===== config.mk =====
export PLATFORM = sky130hd
export DESIGN_NAME = hdmi_video_out_flat
export DESIGN_NICKNAME = d
export VERILOG_FILES = /design/src/rtl/hdmi_video_out_if.sv /design/src/rtl/hdmi_video_out.sv /design/src/flat_wrapper.sv
export SDC_FILE = /design/constraint.sdc
export NUM_CORES = 1
export LEC_CHECK = 0
export CAP_MARGIN = 20
export CORE_UTILIZATION = 45
export CTS_BUF_LIST = sky130_fd_sc_hd__clkbuf_4 sky130_fd_sc_hd__clkbuf_8
export CTS_CLUSTER_SIZE = 28
export DETAILED_ROUTE_END_ITERATION = 10
export GPL_TIMING_DRIVEN = 0
export PLACE_DENSITY_LB_ADDON = 0.12
export SLEW_MARGIN = 20
export SYNTH_ARGS = -nofsm -noshare
export SYNTH_HDL_FRONTEND = slang
export SYNTH_SLANG_ARGS = --single-unit

===== constraint.sdc =====
create_clock -name clk -period 3 [get_ports clk]
set_input_delay 0.6 -clock clk [delete_from_list [all_inputs] [get_ports clk]]
set_output_delay 0.6 -clock clk [all_outputs]
set_load 0.02 [all_outputs]

===== src/rtl/hdmi_video_out_if.sv =====
// hdmi_video_out_if: display-side bundle of memory read ports, PPU handshake and video outputs.
interface hdmi_video_out_if;
   logic [8:0]  hdmi_rowram_rdaddr;
   logic [9:0]  hdmi_rowram_rddata;
   logic [8:0]  hdmi_palram_rdaddr;
   logic [63:0] hdmi_palram_rddata;
   logic        rowram_swap;
   logic [7:0]  next_row;
   logic        vblank_start;
   logic        vblank_end_soon;
   logic [23:0] hdmi_rgb;
   logic        hdmi_hsync;
   logic        hdmi_vsync;
   logic        hdmi_de;
   modport master (
      output hdmi_rowram_rdaddr, hdmi_palram_rdaddr, rowram_swap, next_row, vblank_start,
             vblank_end_soon, hdmi_rgb, hdmi_hsync, hdmi_vsync, hdmi_de,
      input  hdmi_rowram_rddata, hdmi_palram_rddata
   );
   modport slave (
      input  hdmi_rowram_rdaddr, hdmi_palram_rdaddr, rowram_swap, next_row, vblank_start,
             vblank_end_soon, hdmi_rgb, hdmi_hsync, hdmi_vsync, hdmi_de,
      output hdmi_rowram_rddata, hdmi_palram_rddata
   );
endinterface


===== src/rtl/hdmi_video_out.sv =====
// hdmi_video_out: 640x480@60 timing, 2x-doubled row-RAM/palette fetch and PPU row handshake.
module hdmi_video_out #(
   parameter int VEND_SOON_LINE = 520
) (
   input logic              clk,
   input logic              rst_n,
   hdmi_video_out_if.master vid
);
   logic [9:0]  h_q, h_d, v_q, v_d;
   logic [2:0]  de_q, hs_q, vs_q;
   logic        half_q;
   logic [23:0] rgb_q, rgb_d;
   logic        swap_q, swap_d, vbs_q, vbs_d, ves_q, ves_d;
   logic [7:0]  nrow_q, nrow_d;
   logic        vis, raw_hs, raw_vs, unused_pal;
   always_comb begin
      h_d    = (h_q == 10'd799) ? 10'd0 : h_q + 10'd1;
      v_d    = (h_q != 10'd799) ? v_q : (v_q == 10'd524) ? 10'd0 : v_q + 10'd1;
      vis    = (h_q < 10'd640) && (v_q < 10'd480);
      raw_hs = !((h_q >= 10'd656) && (h_q <= 10'd751));
      raw_vs = !((v_q >= 10'd490) && (v_q <= 10'd491));
      vbs_d  = (h_q == 10'd0) && (v_q == 10'd480);
      ves_d  = (h_q == 10'd0) && (v_q == 10'(VEND_SOON_LINE));
      // swap after the second line of each game row, plus two pre-frame swaps in vblank
      swap_d = (h_q == 10'd640) && ((v_q >= 10'd523) || (v_q[0] && (v_q <= 10'd477)));
      nrow_d = !swap_d ? nrow_q :
               (v_q == 10'd523) ? 8'd0 :
               (v_q == 10'd524) ? 8'd1 : 8'((v_q + 10'd3) >> 1);
      // de_q[1] is the visibility of the pixel whose palette word is on the bus now
      rgb_d  = !de_q[1] ? 24'd0 :
               half_q ? vid.hdmi_palram_rddata[55:32] : vid.hdmi_palram_rddata[23:0];
   end
   assign vid.hdmi_rowram_rdaddr = (h_q < 10'd640) ? h_q[9:1] : 9'd0;
   assign vid.hdmi_palram_rdaddr = vid.hdmi_rowram_rddata[9:1];
   assign unused_pal = ^{vid.hdmi_palram_rddata[63:56], vid.hdmi_palram_rddata[31:24]};
   always_ff @(posedge clk or negedge rst_n) begin
      if (!rst_n) begin
         h_q    <= 10'd0;
         v_q    <= 10'd0;
         de_q   <= 3'b000;
         hs_q   <= 3'b111;
         vs_q   <= 3'b111;
         half_q <= 1'b0;
         rgb_q  <= 24'd0;
         swap_q <= 1'b0;
         vbs_q  <= 1'b0;
         ves_q  <= 1'b0;
         nrow_q <= 8'd0;
      end else begin
         h_q    <= h_d;
         v_q    <= v_d;
         de_q   <= {de_q[1:0], vis};
         hs_q   <= {hs_q[1:0], raw_hs};
         vs_q   <= {vs_q[1:0], raw_vs};
         half_q <= vid.hdmi_rowram_rddata[0];
         rgb_q  <= rgb_d;
         swap_q <= swap_d;
         vbs_q  <= vbs_d;
         ves_q  <= ves_d;
         nrow_q <= nrow_d;
      end
   end
   assign vid.hdmi_rgb        = rgb_q;
   assign vid.hdmi_de         = de_q[2];
   assign vid.hdmi_hsync      = hs_q[2];
   assign vid.hdmi_vsync      = vs_q[2];
   assign vid.rowram_swap     = swap_q;
   assign vid.next_row        = nrow_q;
   assign vid.vblank_start    = vbs_q;
   assign vid.vblank_end_soon = ves_q;
endmodule

===== src/flat_wrapper.sv =====
// flat-port wrapper written by rule: the top's interface ports become plain ports
module hdmi_video_out_flat 
#(
   parameter int VEND_SOON_LINE = 520
)
  (clk, rst_n, vid_hdmi_rowram_rdaddr, vid_hdmi_palram_rdaddr, vid_rowram_swap, vid_next_row, vid_vblank_start, vid_vblank_end_soon, vid_hdmi_rgb, vid_hdmi_hsync, vid_hdmi_vsync, vid_hdmi_de, vid_hdmi_rowram_rddata, vid_hdmi_palram_rddata);
  hdmi_video_out_if vid_i ();
  input logic clk;
  input logic rst_n;
  output wire logic [$bits(vid_i.hdmi_rowram_rdaddr)-1:0] vid_hdmi_rowram_rdaddr;
  output wire logic [$bits(vid_i.hdmi_palram_rdaddr)-1:0] vid_hdmi_palram_rdaddr;
  output wire logic [$bits(vid_i.rowram_swap)-1:0] vid_rowram_swap;
  output wire logic [$bits(vid_i.next_row)-1:0] vid_next_row;
  output wire logic [$bits(vid_i.vblank_start)-1:0] vid_vblank_start;
  output wire logic [$bits(vid_i.vblank_end_soon)-1:0] vid_vblank_end_soon;
  output wire logic [$bits(vid_i.hdmi_rgb)-1:0] vid_hdmi_rgb;
  output wire logic [$bits(vid_i.hdmi_hsync)-1:0] vid_hdmi_hsync;
  output wire logic [$bits(vid_i.hdmi_vsync)-1:0] vid_hdmi_vsync;
  output wire logic [$bits(vid_i.hdmi_de)-1:0] vid_hdmi_de;
  input wire logic [$bits(vid_i.hdmi_rowram_rddata)-1:0] vid_hdmi_rowram_rddata;
  input wire logic [$bits(vid_i.hdmi_palram_rddata)-1:0] vid_hdmi_palram_rddata;
  assign vid_hdmi_rowram_rdaddr = vid_i.hdmi_rowram_rdaddr;
  assign vid_hdmi_palram_rdaddr = vid_i.hdmi_palram_rdaddr;
  assign vid_rowram_swap = vid_i.rowram_swap;
  assign vid_next_row = vid_i.next_row;
  assign vid_vblank_start = vid_i.vblank_start;
  assign vid_vblank_end_soon = vid_i.vblank_end_soon;
  assign vid_hdmi_rgb = vid_i.hdmi_rgb;
  assign vid_hdmi_hsync = vid_i.hdmi_hsync;
  assign vid_hdmi_vsync = vid_i.hdmi_vsync;
  assign vid_hdmi_de = vid_i.hdmi_de;
  assign vid_i.hdmi_rowram_rddata = vid_hdmi_rowram_rddata;
  assign vid_i.hdmi_palram_rddata = vid_hdmi_palram_rddata;
  hdmi_video_out #(.VEND_SOON_LINE(VEND_SOON_LINE)) u_core (.clk(clk), .rst_n(rst_n), .vid(vid_i));
endmodule

==> impl_results.md, run 1 <==
* CP required at 3.22 ns
* WL per Instance at 14.8 um
* Initial antenna violation count at 0
* CP peak stage delay at 0.55 ns
* Reg power frac at 45.9%
* Global route overflow at 0
* Reg area at between 0.0015 and 0.002 sq mm
* Clock H-tree levels at 3
* Met2 Usage GRT at 30.2%
* Synth unique cells at 43
* Final HPWL DP at about 5200 um
* Most Crowded Layer GR: met2
* Asr flop ratio synth at 100%
* Worst skew pair latency at around 0.33 ns
* Total CTS buffers at 9
* YS warnings at 0
* Largest net degree at the start of global routing at 46
* Tot GR Track Use at 20.3%
* Die Width at 86.9 um
* Final Hold Viols at 0
* Psw at 0.436 mW
* Clk pin slew, worst setup/hold paths at 0.08 ns
* Met1 Track Usage GR at 28.1%
* Leak at just over 2 nW
* Buf/Inv on CP at 2
* Cell count after synthesis at 285
* RD Place Congestion at 0.868
* CTS tree: yes
* Routed vias at 2517
* Int Pwr at 1.54 mW
* Most common cell after layout, fill and taps aside: clkdlybuf4s50_1
* Final instance area at between 0.004 and 0.005 sq mm
* FILL cells at 561
* EDFF count, synth at 0
* Initial DRC Count at 123
* Switching portion of total power at 22.1%
* Post-synthesis cell area at about 0.0032 sq mm
* Non-Filler Instances at around 500
* HP Class: in -> async
* Peak VDD IR at 235 uV
* Max frequency at 0.361 GHz
* Port Buf Inserts at 106
* Fin Setup TNS at 0 ns
* Worst Max-Slew Pin Slew at 0.746 ns
* PostCTS Resize Cnt at 0
* Hold_buf cts at 0
* Slowest-stage cell, CP: or4b_4
* DIE AREA at approximately 0.0075 sq mm
* Drt total wl at 7460 um
* Fin. max-slew vios at 0
* Layout Utilization at 67.9%
* First-pass GRT wire length at 11600 um
* Diodes inserted at 0
* DR pass1 iterations at 5
* Clk sinks at 65
* Setup crit end kind: register
* Multi-input logic area at 0.00143 sq mm
* Synth Area per Inst at between 10 and 15 sq um
* Via/cell ratio at 4.99
* Met3 Resource Use GR at under 10%
* Final clock skew at 0.00968 ns
* Remaining DRCs at 0
* Dpl cells at 488
* Number of global-route vias before repair at 2377
* Nets at 486
* Root buffer cell: clkbuf_8
* CP cell instances: clkbuf_1 -> inv_1 -> ha_1 -> or4b_4 -> o311ai_4 -> a21oi_4 -> mux2_4
* Hold WS at ~0.15 ns
* #FFs+latches synth at 65
* Commonest cells after routing, fill and taps aside: clkdlybuf4s50_1, dfrtp_1, nor2b_1, mux2i_1
* Share of cells above drive strength 1 at between 10% and 20%
* Synthesis-to-layout area growth at 43.9%
* Endpoints failing setup at 0
* Pre-CTS setup slack at 0.277 ns
* Initial Utilization at 47.2%
* Worst setup SP type: register
* Clock power share at 41.9%
* Placement Cell Area at 0.00444 sq mm
* Power per cell area at 424 mW/mm^2
* Fin crit share at 92.3%
* Synth Flop Type: dfrtp_1
* Critical path class: reg -> reg
* RSZ-0062 raised after global routing: false
* Tmin final at 2.77 ns
* Die Span Y at 86.9 um
* Max FO, Critical Path at 9
* Core region area at 0.00687 sq mm
* Design Power at 1.98 mW
* I/O pin count at 132
* Net count after synthesis at 368
* Worst-case clock buffer depth at 2
* Worst EP arrival at 2.99 ns
* Comb power frac at 12.2%
* Crit path max-delay family: buffers and inverters
* Slew headroom at 50.3%
* Status: complete, no violations
* Fin worst setup slack at 0.231 ns
* Row count at 30
* Sequential cell area fraction in the yosys report at 50.4%
* Post-CTS setup buffer count at 0
* Max-cap violations at 0
* Routed Antenna Nets at 0
## Yosys cell counts, types with 2 or more instances
| cell type | instances | area [sq um] |
|---|---|---|
| mux2i_1 | 26 | 260 |
| and2_1 | 8 | 50.1 |
| xor2_1 | 10 | 87.6 |
| nand3_1 | 9 | 45.0 |
| and4_1 | 2 | 17.5 |
| nor2_1 | 10 | 37.5 |
| nand4_1 | 8 | 50.1 |
| buf_4 | 10 | 75.1 |
| clkbuf_1 | 12 | 45.0 |
| nor3b_1 | 2 | 15.0 |
| a41oi_1 | 4 | 35.0 |
| nor3_1 | 5 | 25.0 |
| nand2_1 | 8 | 30.0 |
| nor4b_1 | 2 | 17.5 |
| mux2_4 | 8 | 120 |
| and3_1 | 3 | 18.8 |
| xnor2_1 | 5 | 43.8 |
| dfstp_2 | 6 | 158 |
| dfrtp_1 | 59 | 1480 |
| nand2b_1 | 3 | 18.8 |
| buf_2 | 5 | 25.0 |
| o21ai_0 | 13 | 65.1 |
| inv_1 | 5 | 18.8 |
| nor2b_1 | 29 | 181 |
| ha_1 | 7 | 87.6 |
| a31oi_1 | 5 | 31.3 |
| or3_1 | 3 | 18.8 |
| a21oi_1 | 3 | 15.0 |
## logic make-up after synthesis
group / synth area share [%]
xor+xnor: 4.05
fa+ha+maj: 2.70
buf+inv: 5.52
mux: 11.7
simple gates: 18.1
compound gates: 7.41
flops: 50.4
## path summary, 6_finish.rpt
| kind | endpoint | cells after the start | startpoint | slack, ns |
|---|---|---|---|---|
| min in group clk | u_core.de_q[1] | 0 | u_core.de_q[0] | 0.35 |
| min | u_core.vid.next_row[6] | 1 | rst_n | 0.15 |
| max in group asynchronous | u_core.hs_q[1] | 2 | rst_n | 2.26 |
| max reg2reg | u_core.vid.next_row[3] | 7 | u_core.v_q[0] | 0.23 |
| min reg2reg | u_core.de_q[1] | 0 | u_core.de_q[0] | 0.35 |
| max | u_core.vid.next_row[3] | 7 | u_core.v_q[0] | 0.23 |
## power by group through the flow
stage	Clock (mW)	Combinational, mW	Sequential, mW
floorplan	0	0.0551	0.958
global placement	0	0.237	0.924
detailed placement	0	0.243	0.924
CTS	0.851	0.244	0.907
global route	0.899	0.258	0.909
finish	0.828	0.241	0.907
## metal layers
layer / up-vias / routed length [um]
met3: 12 / 577
met1: 1189 / 3510
met2: 101 / 3260
li1: 1215 / -
met5: - / 0
met4: 0 / 110
## registers in the layout, summed over array words and instances (netlist names)
name / flops
u_core.vid.hdmi_rgb: 24
u_core.h_q: 10
u_core.v_q: 10
u_core.vid.next_row: 8
u_core.de_q: 3
u_core.hs_q: 3
u_core.vs_q: 3
u_core.half_q: 1
u_core.vid.rowram_swap: 1
u_core.vid.vblank_end_soon: 1
u_core.vid.vblank_start: 1
## final cells by class
cell class                 count  share of cell area [%]
inverter                       5                   0.402
buffer                        29                    3.43
tap                           96                    2.58
clock buffer                  11                    3.11
clock inverter                 5                    1.69
multi-input combinational    186                    30.6
sequential                    65                    35.0
timing repair buffer         107                    23.1
## worst register-to-register path: stages (launching register included)
cell,delay (ns)
dfrtp_1,0.37
clkbuf_1,0.40
inv_1,0.20
ha_1,0.34
or4b_4,0.55
o311ai_4,0.26
a21oi_4,0.18
mux2_4,0.34
No activity file was read; power rests on OpenSTA's default activity.
==> inputs of run 2 (changes only) <==
--- a/config.mk
+++ b/config.mk
@@ -6,6 +6,7 @@
 export NUM_CORES = 1
 export LEC_CHECK = 0
 export CAP_MARGIN = 20
+export CORE_MARGIN = 5
 export CORE_UTILIZATION = 45
 export CTS_BUF_LIST = sky130_fd_sc_hd__clkbuf_4 sky130_fd_sc_hd__clkbuf_8
 export CTS_CLUSTER_SIZE = 28
==> impl_results.md, run 2 (synthesis gave the netlist of run 1 again) <==
* Met3 Resource Use GR at between 4 and 5%
* DIE AREA at around 0.009 sq mm
* Clock H-tree levels at 3
* Pre-CTS setup slack at 0.287 ns
* Die Span Y at 94.9 um
* Placement Cell Area at 0.00445 sq mm
* Initial DRC Count at 85
* Remaining DRCs at 0
* Crit path to: vid_hdmi_rowram_rdaddr[4]
* Leak at a little over 2 nW
* DR pass1 iterations at 5
* PostCTS Resize Cnt at 0
* Final clock skew at 0.00481 ns
* R2r startpoint: u_core.v_q[0]
* Synthesis-to-layout area growth at 44.0%
* Layout Utilization at 65.4%
* Final HPWL DP at 5650 um
* Hold_buf cts at 0
* Final instance area at 0.00467 sq mm
* Power per cell area at ~420 mW/mm^2
* Die Width at ~95 um
* R2R depth at 7
* Max FO, Critical Path at 8
* Critical path class: reg -> out
* FILL cells at 615
* I/O pin count at approximately 130
* Routed vias at approximately 2500
* Status: complete, no violations
* Port Buf Inserts at 106
* Most Crowded Layer GR: met2
* Endpoints failing setup at 0
* Tot GR Track Use at about 17%
* Peak VDD IR at ~250 uV
* CTS tree: yes
* Fin worst setup slack at 0.218 ns
* Worst EP arrival at 2.18 ns
* Fin. max-slew vios at 0
* Worst skew pair latency at between 0.3 and 0.4 ns
* Clk sinks at 65
* Dpl cells at 491
* Worst Max-Slew Pin Slew at 0.728 ns
* Initial Utilization at 45.4%
* Max-cap violations at 0
* RSZ-0062 raised after global routing: false
* RD Place Congestion at 0.892
* Diodes inserted at 0
* Max frequency at 0.359 GHz
* Row count at 31
* Met2 Usage GRT at 26.8%
* Number of global-route vias before repair at roughly 2500
* Global route overflow at 0
* Root buffer cell: clkbuf_8
* Commonest cells after routing, fill and taps aside: clkdlybuf4s50_1, dfrtp_1, nor2b_1, mux2i_1, o21ai_0
* Worst setup startpoint: u_core.h_q[7]
* Most common cell after layout, fill and taps aside: clkdlybuf4s50_1
* Slowest-stage cell, CP: clkdlybuf4s50_1
* WL per Instance at 14.9 um
* Drt total wl at 7570 um
* Hold WS at 0.125 ns
* Non-Filler Instances at approximately 500
* Routed Antenna Nets at 0
* First-pass GRT wire length at roughly 12000 um
* Slew headroom at 51.5%
* Largest register FFs at 24
* Final Hold Viols at 0
* Worst setup SP type: register
* Initial antenna violation count at 0
* Fin crit share at 92.7%
* Tmin final at about 2.8 ns
* Design Power at between 1.5 and 2 mW
* Met1 Track Usage GR at 23.3%
* CP cell instances: o21ai_0 -> and2_1 -> clkdlybuf4s50_1
* CP peak stage delay at 0.61 ns
* Reg2Reg Setup Slack at 0.24 ns
* Buf/Inv on CP at 1
* Core region area at 0.00714 sq mm
* HP Class: in -> async
* Post-CTS setup buffer count at 0
* Largest net degree at the start of global routing at 50
* Crit path max-delay family: buffers and inverters
* WP depth at 3
* Fin Setup TNS at 0 ns
* Clk pin slew, worst setup/hold paths at 0.07 ns
* Share of cells above drive strength 1 at 13.2%
* Total CTS buffers at 9
* Setup crit end kind: primary output
* Nets at 486
* CP required at roughly 2.4 ns
* Via/cell ratio at 4.97
* Capturing point of the worst reg2reg path: u_core.vid.next_row[0]
* Worst-case clock buffer depth at 2
run 2: cell types whose count changed in the layout (fill, tap and decap cells not counted):
| cell | delta |
|---|---|
| clkbuf_8 | +2 |
| clkinvlp_4 | +2 |
| buf_12 | -1 |
| buf_16 | +1 |
| bufinv_16 | -1 |
| clkbuf_4 | -1 |
| clkinv_2 | -1 |
| clkinv_4 | -1 |
| o21ai_0 | +1 |
| o21ai_1 | -1 |
run 2: worst min-delay path by stage:
stage | slack (ns) | start | end
floorplan | 0.30 | rst_n | u_core.de_q[0]
global placement | 0.33 | u_core.de_q[0] | u_core.de_q[1]
detailed placement | 0.35 | u_core.vs_q[1] | u_core.vs_q[2]
CTS | 0.12 | rst_n | u_core.vid.hdmi_rgb[16]
global route | 0.12 | rst_n | u_core.vid.hdmi_rgb[16]
finish | 0.12 | rst_n | u_core.vid.hdmi_rgb[16]
run 2: cell type report:
type,instances,area [sq um],area share [%]
Sequential cell,65,1630,35.0
Multi-Input combinational cell,186,1430,30.6
Timing Repair Buffer,107,1090,23.3
Clock buffer,12,165,3.54
Buffer,29,160,3.43
Tap cell,99,124,2.65
Clock inverter,4,50.0,1.07
Inverter,5,18.8,0.402
run 2: routing by layer:
metal  up-vias  share of wire, %
met1      1185                45
met3         7               8.9
li1       1214                 -
met5         -                 0
met2       116                45
met4         0               1.1
run 2: where the power goes:
group	switching, mW	internal (mW)
clock network	0.339	0.450
registers	0.00581	0.901
logic	0.102	0.141
run 2: worst register-to-register path, stage by stage (launching register included):
cell	delay [ns]
dfrtp_1	0.37
clkbuf_1	0.40
inv_1	0.21
ha_1	0.33
or4b_4	0.55
o311ai_4	0.27
a21oi_4	0.18
mux2_4	0.33
==> inputs of run 3 (changes only) <==
--- a/config.mk
+++ b/config.mk
@@ -13,6 +13,7 @@
 export DETAILED_ROUTE_END_ITERATION = 10
 export GPL_TIMING_DRIVEN = 0
 export PLACE_DENSITY_LB_ADDON = 0.12
+export SKIP_CTS_REPAIR_TIMING = 1
 export SLEW_MARGIN = 20
 export SYNTH_ARGS = -nofsm -noshare
 export SYNTH_HDL_FRONTEND = slang
==> results of run 3 <==
Final layout, timing and power as in run 2 (identical DEF).
